File: src/rtl/axi4_rd_arbiter.sv
// Two-to-one AXI4 read-channel arbiter: s0 (instruction fetch) and s1 (data)
// share one SoC AXI4 read port, with a single transaction outstanding.
// The grant is taken in IDLE and held from AR acceptance through the RLAST beat.
// Optional feature macro: ARB_ROUND_ROBIN_EN (round-robin on contention);
// when undefined, s1 wins contention (fixed priority).
module axi4_rd_arbiter #(
    parameter int unsigned ADDR_W = 32,
    parameter int unsigned DATA_W = 32,
    parameter int unsigned ID_W   = 4
) (
    input  logic              ACLK,
    input  logic              ARESETn,

    // Port s0: instruction fetch
    input  logic [ID_W-1:0]   s0_ARID,
    input  logic [ADDR_W-1:0] s0_ARADDR,
    input  logic [7:0]        s0_ARLEN,
    input  logic [2:0]        s0_ARSIZE,
    input  logic [1:0]        s0_ARBURST,
    input  logic              s0_ARVALID,
    output logic              s0_ARREADY,
    output logic [ID_W-1:0]   s0_RID,
    output logic [DATA_W-1:0] s0_RDATA,
    output logic [1:0]        s0_RRESP,
    output logic              s0_RLAST,
    output logic              s0_RVALID,
    input  logic              s0_RREADY,

    // Port s1: data
    input  logic [ID_W-1:0]   s1_ARID,
    input  logic [ADDR_W-1:0] s1_ARADDR,
    input  logic [7:0]        s1_ARLEN,
    input  logic [2:0]        s1_ARSIZE,
    input  logic [1:0]        s1_ARBURST,
    input  logic              s1_ARVALID,
    output logic              s1_ARREADY,
    output logic [ID_W-1:0]   s1_RID,
    output logic [DATA_W-1:0] s1_RDATA,
    output logic [1:0]        s1_RRESP,
    output logic              s1_RLAST,
    output logic              s1_RVALID,
    input  logic              s1_RREADY,

    // SoC side
    output logic [ID_W:0]     m_ARID,
    output logic [ADDR_W-1:0] m_ARADDR,
    output logic [7:0]        m_ARLEN,
    output logic [2:0]        m_ARSIZE,
    output logic [1:0]        m_ARBURST,
    output logic              m_ARLOCK,
    output logic [3:0]        m_ARCACHE,
    output logic [2:0]        m_ARPROT,
    output logic [3:0]        m_ARQOS,
    output logic [3:0]        m_ARREGION,
    output logic              m_ARVALID,
    input  logic              m_ARREADY,
    input  logic [ID_W:0]     m_RID,
    input  logic [DATA_W-1:0] m_RDATA,
    input  logic [1:0]        m_RRESP,
    input  logic              m_RLAST,
    input  logic              m_RVALID,
    output logic              m_RREADY
);

    typedef enum logic [1:0] {StIdle, StAddr, StData} state_e;

    state_e state_q, state_d;
    logic   grant_q, grant_d;
    logic   last_grant_q, last_grant_d;
    logic   arb_pick;

    // Return routing uses grant only; the ID tag bit is never inspected.
    logic   unused_rid_msb;
    assign unused_rid_msb = m_RID[ID_W];

    assign m_ARLOCK   = 1'b0;
    assign m_ARCACHE  = 4'd0;
    assign m_ARPROT   = 3'd0;
    assign m_ARQOS    = 4'd0;
    assign m_ARREGION = 4'd0;

    // Arbitration decision among requesters present in IDLE
    always_comb begin
`ifdef ARB_ROUND_ROBIN_EN
        if (s0_ARVALID && s1_ARVALID) begin
            arb_pick = ~last_grant_q;
        end else begin
            arb_pick = s1_ARVALID;
        end
`else
        arb_pick = s1_ARVALID;
`endif
    end

    // State, grant and last-grant registers
    always_ff @(posedge ACLK or negedge ARESETn) begin
        if (!ARESETn) begin
            state_q      <= StIdle;
            grant_q      <= 1'b0;
            last_grant_q <= 1'b1;
        end else begin
            state_q      <= state_d;
            grant_q      <= grant_d;
            last_grant_q <= last_grant_d;
        end
    end

    // Next-state logic
    always_comb begin
        state_d      = state_q;
        grant_d      = grant_q;
        last_grant_d = last_grant_q;
        case (state_q)
            StIdle: begin
                if (s0_ARVALID || s1_ARVALID) begin
                    grant_d = arb_pick;
                    state_d = StAddr;
                end
            end
            StAddr: begin
                if (m_ARVALID && m_ARREADY) begin
                    last_grant_d = grant_q;
                    state_d      = StData;
                end
            end
            StData: begin
                if (m_RVALID && m_RREADY && m_RLAST) begin
                    state_d = StIdle;
                end
            end
            default: state_d = StIdle;
        endcase
    end

    // Output decode: AR/R routed combinationally to the granted port only
    always_comb begin
        m_ARID     = '0;
        m_ARADDR   = '0;
        m_ARLEN    = '0;
        m_ARSIZE   = '0;
        m_ARBURST  = '0;
        m_ARVALID  = 1'b0;
        m_RREADY   = 1'b0;
        s0_ARREADY = 1'b0;
        s1_ARREADY = 1'b0;
        s0_RID     = '0;
        s0_RDATA   = '0;
        s0_RRESP   = '0;
        s0_RLAST   = 1'b0;
        s0_RVALID  = 1'b0;
        s1_RID     = '0;
        s1_RDATA   = '0;
        s1_RRESP   = '0;
        s1_RLAST   = 1'b0;
        s1_RVALID  = 1'b0;
        case (state_q)
            StAddr: begin
                if (grant_q) begin
                    m_ARID     = {1'b1, s1_ARID};
                    m_ARADDR   = s1_ARADDR;
                    m_ARLEN    = s1_ARLEN;
                    m_ARSIZE   = s1_ARSIZE;
                    m_ARBURST  = s1_ARBURST;
                    m_ARVALID  = s1_ARVALID;
                    s1_ARREADY = m_ARREADY;
                end else begin
                    m_ARID     = {1'b0, s0_ARID};
                    m_ARADDR   = s0_ARADDR;
                    m_ARLEN    = s0_ARLEN;
                    m_ARSIZE   = s0_ARSIZE;
                    m_ARBURST  = s0_ARBURST;
                    m_ARVALID  = s0_ARVALID;
                    s0_ARREADY = m_ARREADY;
                end
            end
            StData: begin
                if (grant_q) begin
                    s1_RID    = m_RID[ID_W-1:0];
                    s1_RDATA  = m_RDATA;
                    s1_RRESP  = m_RRESP;
                    s1_RLAST  = m_RLAST;
                    s1_RVALID = m_RVALID;
                    m_RREADY  = s1_RREADY;
                end else begin
                    s0_RID    = m_RID[ID_W-1:0];
                    s0_RDATA  = m_RDATA;
                    s0_RRESP  = m_RRESP;
                    s0_RLAST  = m_RLAST;
                    s0_RVALID = m_RVALID;
                    m_RREADY  = s0_RREADY;
                end
            end
            default: ;
        endcase
    end

endmodule

File: config.mk
export PLATFORM = sky130hd
export DESIGN_NAME = axi4_rd_arbiter
export DESIGN_NICKNAME = d
export VERILOG_FILES = /design/src/rtl/axi4_rd_arbiter.sv
export SDC_FILE = /design/constraint.sdc
export NUM_CORES = 1
export LEC_CHECK = 0
export ABC_AREA = 0
export CAP_MARGIN = 20
export CORE_AREA = 2 2 116 118
export CTS_BUF_LIST = sky130_fd_sc_hd__clkbuf_4 sky130_fd_sc_hd__clkbuf_8 sky130_fd_sc_hd__clkbuf_16
export DETAILED_ROUTE_END_ITERATION = 8
export DIE_AREA = 0 0 118 120
export PLACE_DENSITY = 0.57
export SKIP_CTS_REPAIR_TIMING = 1
export SLEW_MARGIN = 20
export SYNTH_ARGS = -nofsm -noshare
export SYNTH_HDL_FRONTEND = slang
export SYNTH_SLANG_ARGS = --single-unit
File: constraint.sdc
create_clock -name ACLK -period 2.35 [get_ports ACLK]
set_clock_uncertainty 0.2 [all_clocks]
set_input_delay 0.47 -clock ACLK [delete_from_list [all_inputs] [get_ports ACLK]]
set_output_delay 0.47 -clock ACLK [all_outputs]
set_load 0.02 [all_outputs]
Word level (Yosys, flattened, before mapping)
Index checks and enable logic that the tools add are counted.
Storage, ports and cells
  register bits after elaboration: 3
  logic and storage cells: 56
Operators by class
  eq/ne operators: 5
  multiplexer cells: 42
  reduce and logical (&&, ||, !) cells: 7
Operator list (number)
  two-way mux 32 bit: 6
  two-way mux 2 bit: 9
  two-way mux 1 bit: 16
  two-way mux 4 bit: 4
  two-way mux 8 bit: 2
  two-way mux 5 bit: 2
  two-way mux 3 bit: 2
  inequality test 2 bit (second input constant): 3
  case mux 2 bit (3 select lines): 1
  logical AND 1 bit: 3
  AND reduction 3 bit: 1
  equality test 2 x 1 -> 1 bit (second input constant): 1
  equality test 2 bit (second input constant): 1
  zero test 2 bit: 1
  AND reduction 2 bit: 1
  logical OR 1 bit: 1

Depth between registers and ports, before layout
  depth after elaboration: 6
  depth in mapped cells: 5

Worst setup path before layout
OpenSTA, ideal clock, no wires.
  kind: reg2out
  from: reg state_q[1]
  to: out m_ARADDR[27]
  data arrival time: 1.260 ns
  path slack: 0.420 ns
  cell stages (with the launch flop): 5
  path buffers: 2
  path through: dfrtp_1 -> buf_2 -> nor3b_4 -> buf_6 -> a22o_1
On the way
  longest elaborated chain between the ends: 2
Ends and longest elaborated chain
  start, declared: RTL line 67  | state_e state_q, state_d;
  start signal, assigned: RTL line 98  | state_q <= StIdle;
  start signal, assigned: RTL line 102  | state_q <= state_d;
  equality test 2 x 1 -> 1 bit
  two-way mux 32 bit: RTL line 156  | case (state_q)
  end, declared: RTL line 46  | output logic [ADDR_W-1:0] m_ARADDR,
No other way between the ends.

Worst setup path in the final report
  from: reg state_q[1]
  to: out m_ARBURST[1]
On the way
  longest elaborated chain between the ends: 2
Ends and longest elaborated chain
  equality test 2 x 1 -> 1 bit
  two-way mux 2 bit: RTL line 156
  end, declared: RTL line 49  | output logic [1:0] m_ARBURST,
No other way between the ends.

==> results.md <==
- The horizontal die dimension is 118 µm.
- The number of instances in the placed design is 638.
- The fraction of layout cells with a size suffix above 1 is 0.110.
- The global-route wire length before repair is 13,600 µm.
- The share of the core filled with cells in the final layout is 0.365.
- The total of endpoints with negative setup slack in the final report is 0.
- Dividing the final minimum period by the clock period gives 0.993.
- The floorplan step defined a die boundary enclosing 14,200 µm².
- In this design, the largest share of critical-path delay is due to buffers and inverters.
- The floorplan step set the die height to 120 µm.
- The cell type contributing the most total cell area after synthesis is sky130_fd_sc_hd__and2_1.
- The iteration count of the initial detailed-routing pass is 4.
- The number of DRC markers after the initial detailed-route iteration is 92.
- For this run, design rule violations remaining after detail routing come to 0.
- The number of max-slew violations in the final report is 0.
- After detailed routing, the average wire length per cell comes to 15.7 µm.
- The area share of the leading cell type in the synthesized netlist is 0.363.
- The slowest library cell on the worst path is sky130_fd_sc_hd__dfrtp_2.
- Fill cells in the final layout number 1,354.
- The number of antenna violations at the first check in global routing is 0.
- The via count of the first global-routing pass is 2,448.
- The clock root buffer master is sky130_fd_sc_hd__clkbuf_16.
- Adding up every negative setup slack in the final design gives 0 ns.
- In this run the worst path has a maximum fanout of 25.
- The routed layout has 2,490 vias.
- The number of buffers and inverters on the critical path is 3.
- During placement, the flow inserted port buffers numbering 278.
- The tool flagged a number of max-cap violations equal to 0.
- In this run, CTS created clock tree buffers numbering 3.
- In this run the remaining antenna-violating nets after routing total 0.
- The number of nets in the finished design is 618.
- The design draws 3900 µW.
- The number of synthesized register bits is 3.
- The maximum clock path buffer count is 2.
- The register clock-pin slew on the reported worst setup and hold paths is 0.03 ns.
- The number of H-tree levels is 1.
- The number of diodes is 0.
- The highest attainable clock frequency is 429 MHz.
- The critical path capture point type is a primary output.
- The number of warnings printed during yosys synthesis is 0.
- The path type of the worst min-delay path is primary input to asynchronous set/reset pin.
- The layout overhead on the synthesized area is 236%.
- The HPWL reported at the end of detailed placement is 8340 µm.
- Entering global routing, the biggest net connects 52 pins.
- The type of the worst setup path is flop to primary output.
- The region available for standard cell placement spans 13,000 µm².
- Counting every instance in the synthesized netlist gives 190.
- Leaving out fill and tap cells, the most frequent cell in the layout is sky130_fd_sc_hd__clkdlybuf4s50_1.
- The starting utilization of the core area is 0.109.
- The flow ran to the end, and the final reports show no timing, DRC or antenna violations.
- Synthesis instantiated 21 different standard cells from the library.
- The total number of clock tree sinks is 3.
- In the layout the commonest cells are 144 x sky130_fd_sc_hd__clkdlybuf4s50_1, 114 x sky130_fd_sc_hd__dlymetal6s2s_1, 82 x sky130_fd_sc_hd__and2_1.
- The shortest period the worst path allows is 2.33 ns.
- VDD sags by at most 0.000316 V.
- The floorplan has 42 rows.
- The data arrival time at the worst-slack endpoint is 1.66 ns.
- The share of the Yosys chip area taken by registers is 0.0532.
- The number of I/O pins is 296.
- For this design the ratio of total power to cell area is 824 nW/µm².
- By area the synthesized netlist is led by sky130_fd_sc_hd__and2_1 36%, sky130_fd_sc_hd__a22o_1 31%, sky130_fd_sc_hd__buf_4 8.5%, sky130_fd_sc_hd__dfrtp_1 5.3%, sky130_fd_sc_hd__buf_6 4.8%.
- STA classifies the critical path startpoint as a flop.
- The total standard cell area after synthesis is 1410 µm².
- For this run, the number of standard cells in the final layout without fillers is 647.
- STA puts the critical path data required time at 1.68 ns.
- Setup slack closes at 0.0168 ns.
- The global-route total usage across every layer is 0.122.
- The worst stage delay on the critical path is 0.44 ns.
- The later-pin clock latency in the skew report is 0.22 ns.
- The wire length reported by the detailed router is 10,200 µm.
- The total overflow left after global routing is 0.
- A synthesized cell averages 7.43 µm².
- The CTS tree is done.
- The critical path goes through nor3b_4, buf_4, clkbuf_16, a22o_1, dlymetal6s2s_1.
- The placer congestion estimate is 0.751.
- The number of failing hold endpoints at the final stage is 0.
- The pre-CTS worst setup slack is -0.198 ns.
- The reported leakage power is 0.00375 µW.
- In the routed layout, each cell is associated on average with a via count of 3.85.
[path summary, 6_finish.rpt]
path | from | end | slack (ns) | cells after the start
hold / removal | ARESETn | state_q[0] | 0.23 | 1
setup reg to reg | grant_q | state_q[0] | 0.87 | 4
setup / recovery | state_q[1] | m_ARBURST[1] | 0.02 | 5
min in group ACLK | state_q[1] | state_q[0] | 0.45 | 2
hold reg to reg | state_q[1] | state_q[0] | 0.45 | 2
max in group asynchronous | ARESETn | grant_q | 1.56 | 1
[per-stage QoR]
stage | area, µm² | hold WS [ns]
after floorplan | 1470 | -0.0256
after global placement | 4390 | 0.457
after detailed placement | 4390 | 0.467
after CTS | 4470 | 0.231
after global routing | 4740 | 0.240
final | 4740 | 0.232
[sequential cells by signal, summed over array words and instances, names as in the netlist]
name     flops
state_q      2
grant_q      1
[cells by family (layout without fill, tap and decap cells)]
| group | Yosys count | count (layout) | synth area share |
|---|---|---|---|
| flip-flops | 3 | 3 | 0.0532 |
| multiplexers | 2 | 2 | 0.0151 |
| buffers and inverters | 37 | 303 | 0.187 |
| other | 1 | 16 | 0.00266 |
| AO/OA/AOI/OAI | 51 | 51 | 0.315 |
| AND/OR/NAND/NOR | 96 | 96 | 0.427 |
[per-layer routing]
| metal | GRT usage | share of wire | routed length [µm] |
|---|---|---|---|
| met5 | 0 | 0 | 0 |
| met1 | 0.121 | 0.34 | 3510 |
| met3 | 0.0513 | 0.12 | 1170 |
| met4 | 0.0256 | 0.0095 | 97 |
| met2 | 0.236 | 0.53 | 5390 |
[area by class of cell]
type / instances / area [µm²] / share of cell area
inverters: 1 / 6.26 / 0.00132
clock buffers: 4 / 82.6 / 0.0174
well taps: 176 / 220 / 0.0465
multi-input cells: 165 / 1140 / 0.241
flip-flops and latches: 3 / 77.6 / 0.0164
repair buffers: 298 / 3210 / 0.678
[where the power goes]
part           internal [µW]  switching, µW  leakage, µW
logic                   1710           1790      0.00367
clock network            235           44.5    0.0000416
registers               80.6           41.3    0.0000333
[cell usage after synthesis]
cell,instances
sky130_fd_sc_hd__nand2b_1,1
sky130_fd_sc_hd__nor3b_2,1
sky130_fd_sc_hd__inv_4,1
sky130_fd_sc_hd__nor3b_4,1
sky130_fd_sc_hd__nand3_1,1
sky130_fd_sc_hd__buf_4,16
sky130_fd_sc_hd__nand2_1,2
sky130_fd_sc_hd__dfrtp_1,3
sky130_fd_sc_hd__nor2_1,5
sky130_fd_sc_hd__clkbuf_2,8
sky130_fd_sc_hd__nor3b_1,1
sky130_fd_sc_hd__mux2_2,1
sky130_fd_sc_hd__a22o_1,50
sky130_fd_sc_hd__conb_1,1
sky130_fd_sc_hd__o22ai_1,1
sky130_fd_sc_hd__and3b_1,1
sky130_fd_sc_hd__mux2i_1,1
sky130_fd_sc_hd__and2_1,82
sky130_fd_sc_hd__buf_6,6
sky130_fd_sc_hd__buf_2,6
sky130_fd_sc_hd__nor3_1,1
Power figures use the tool's default switching activity.
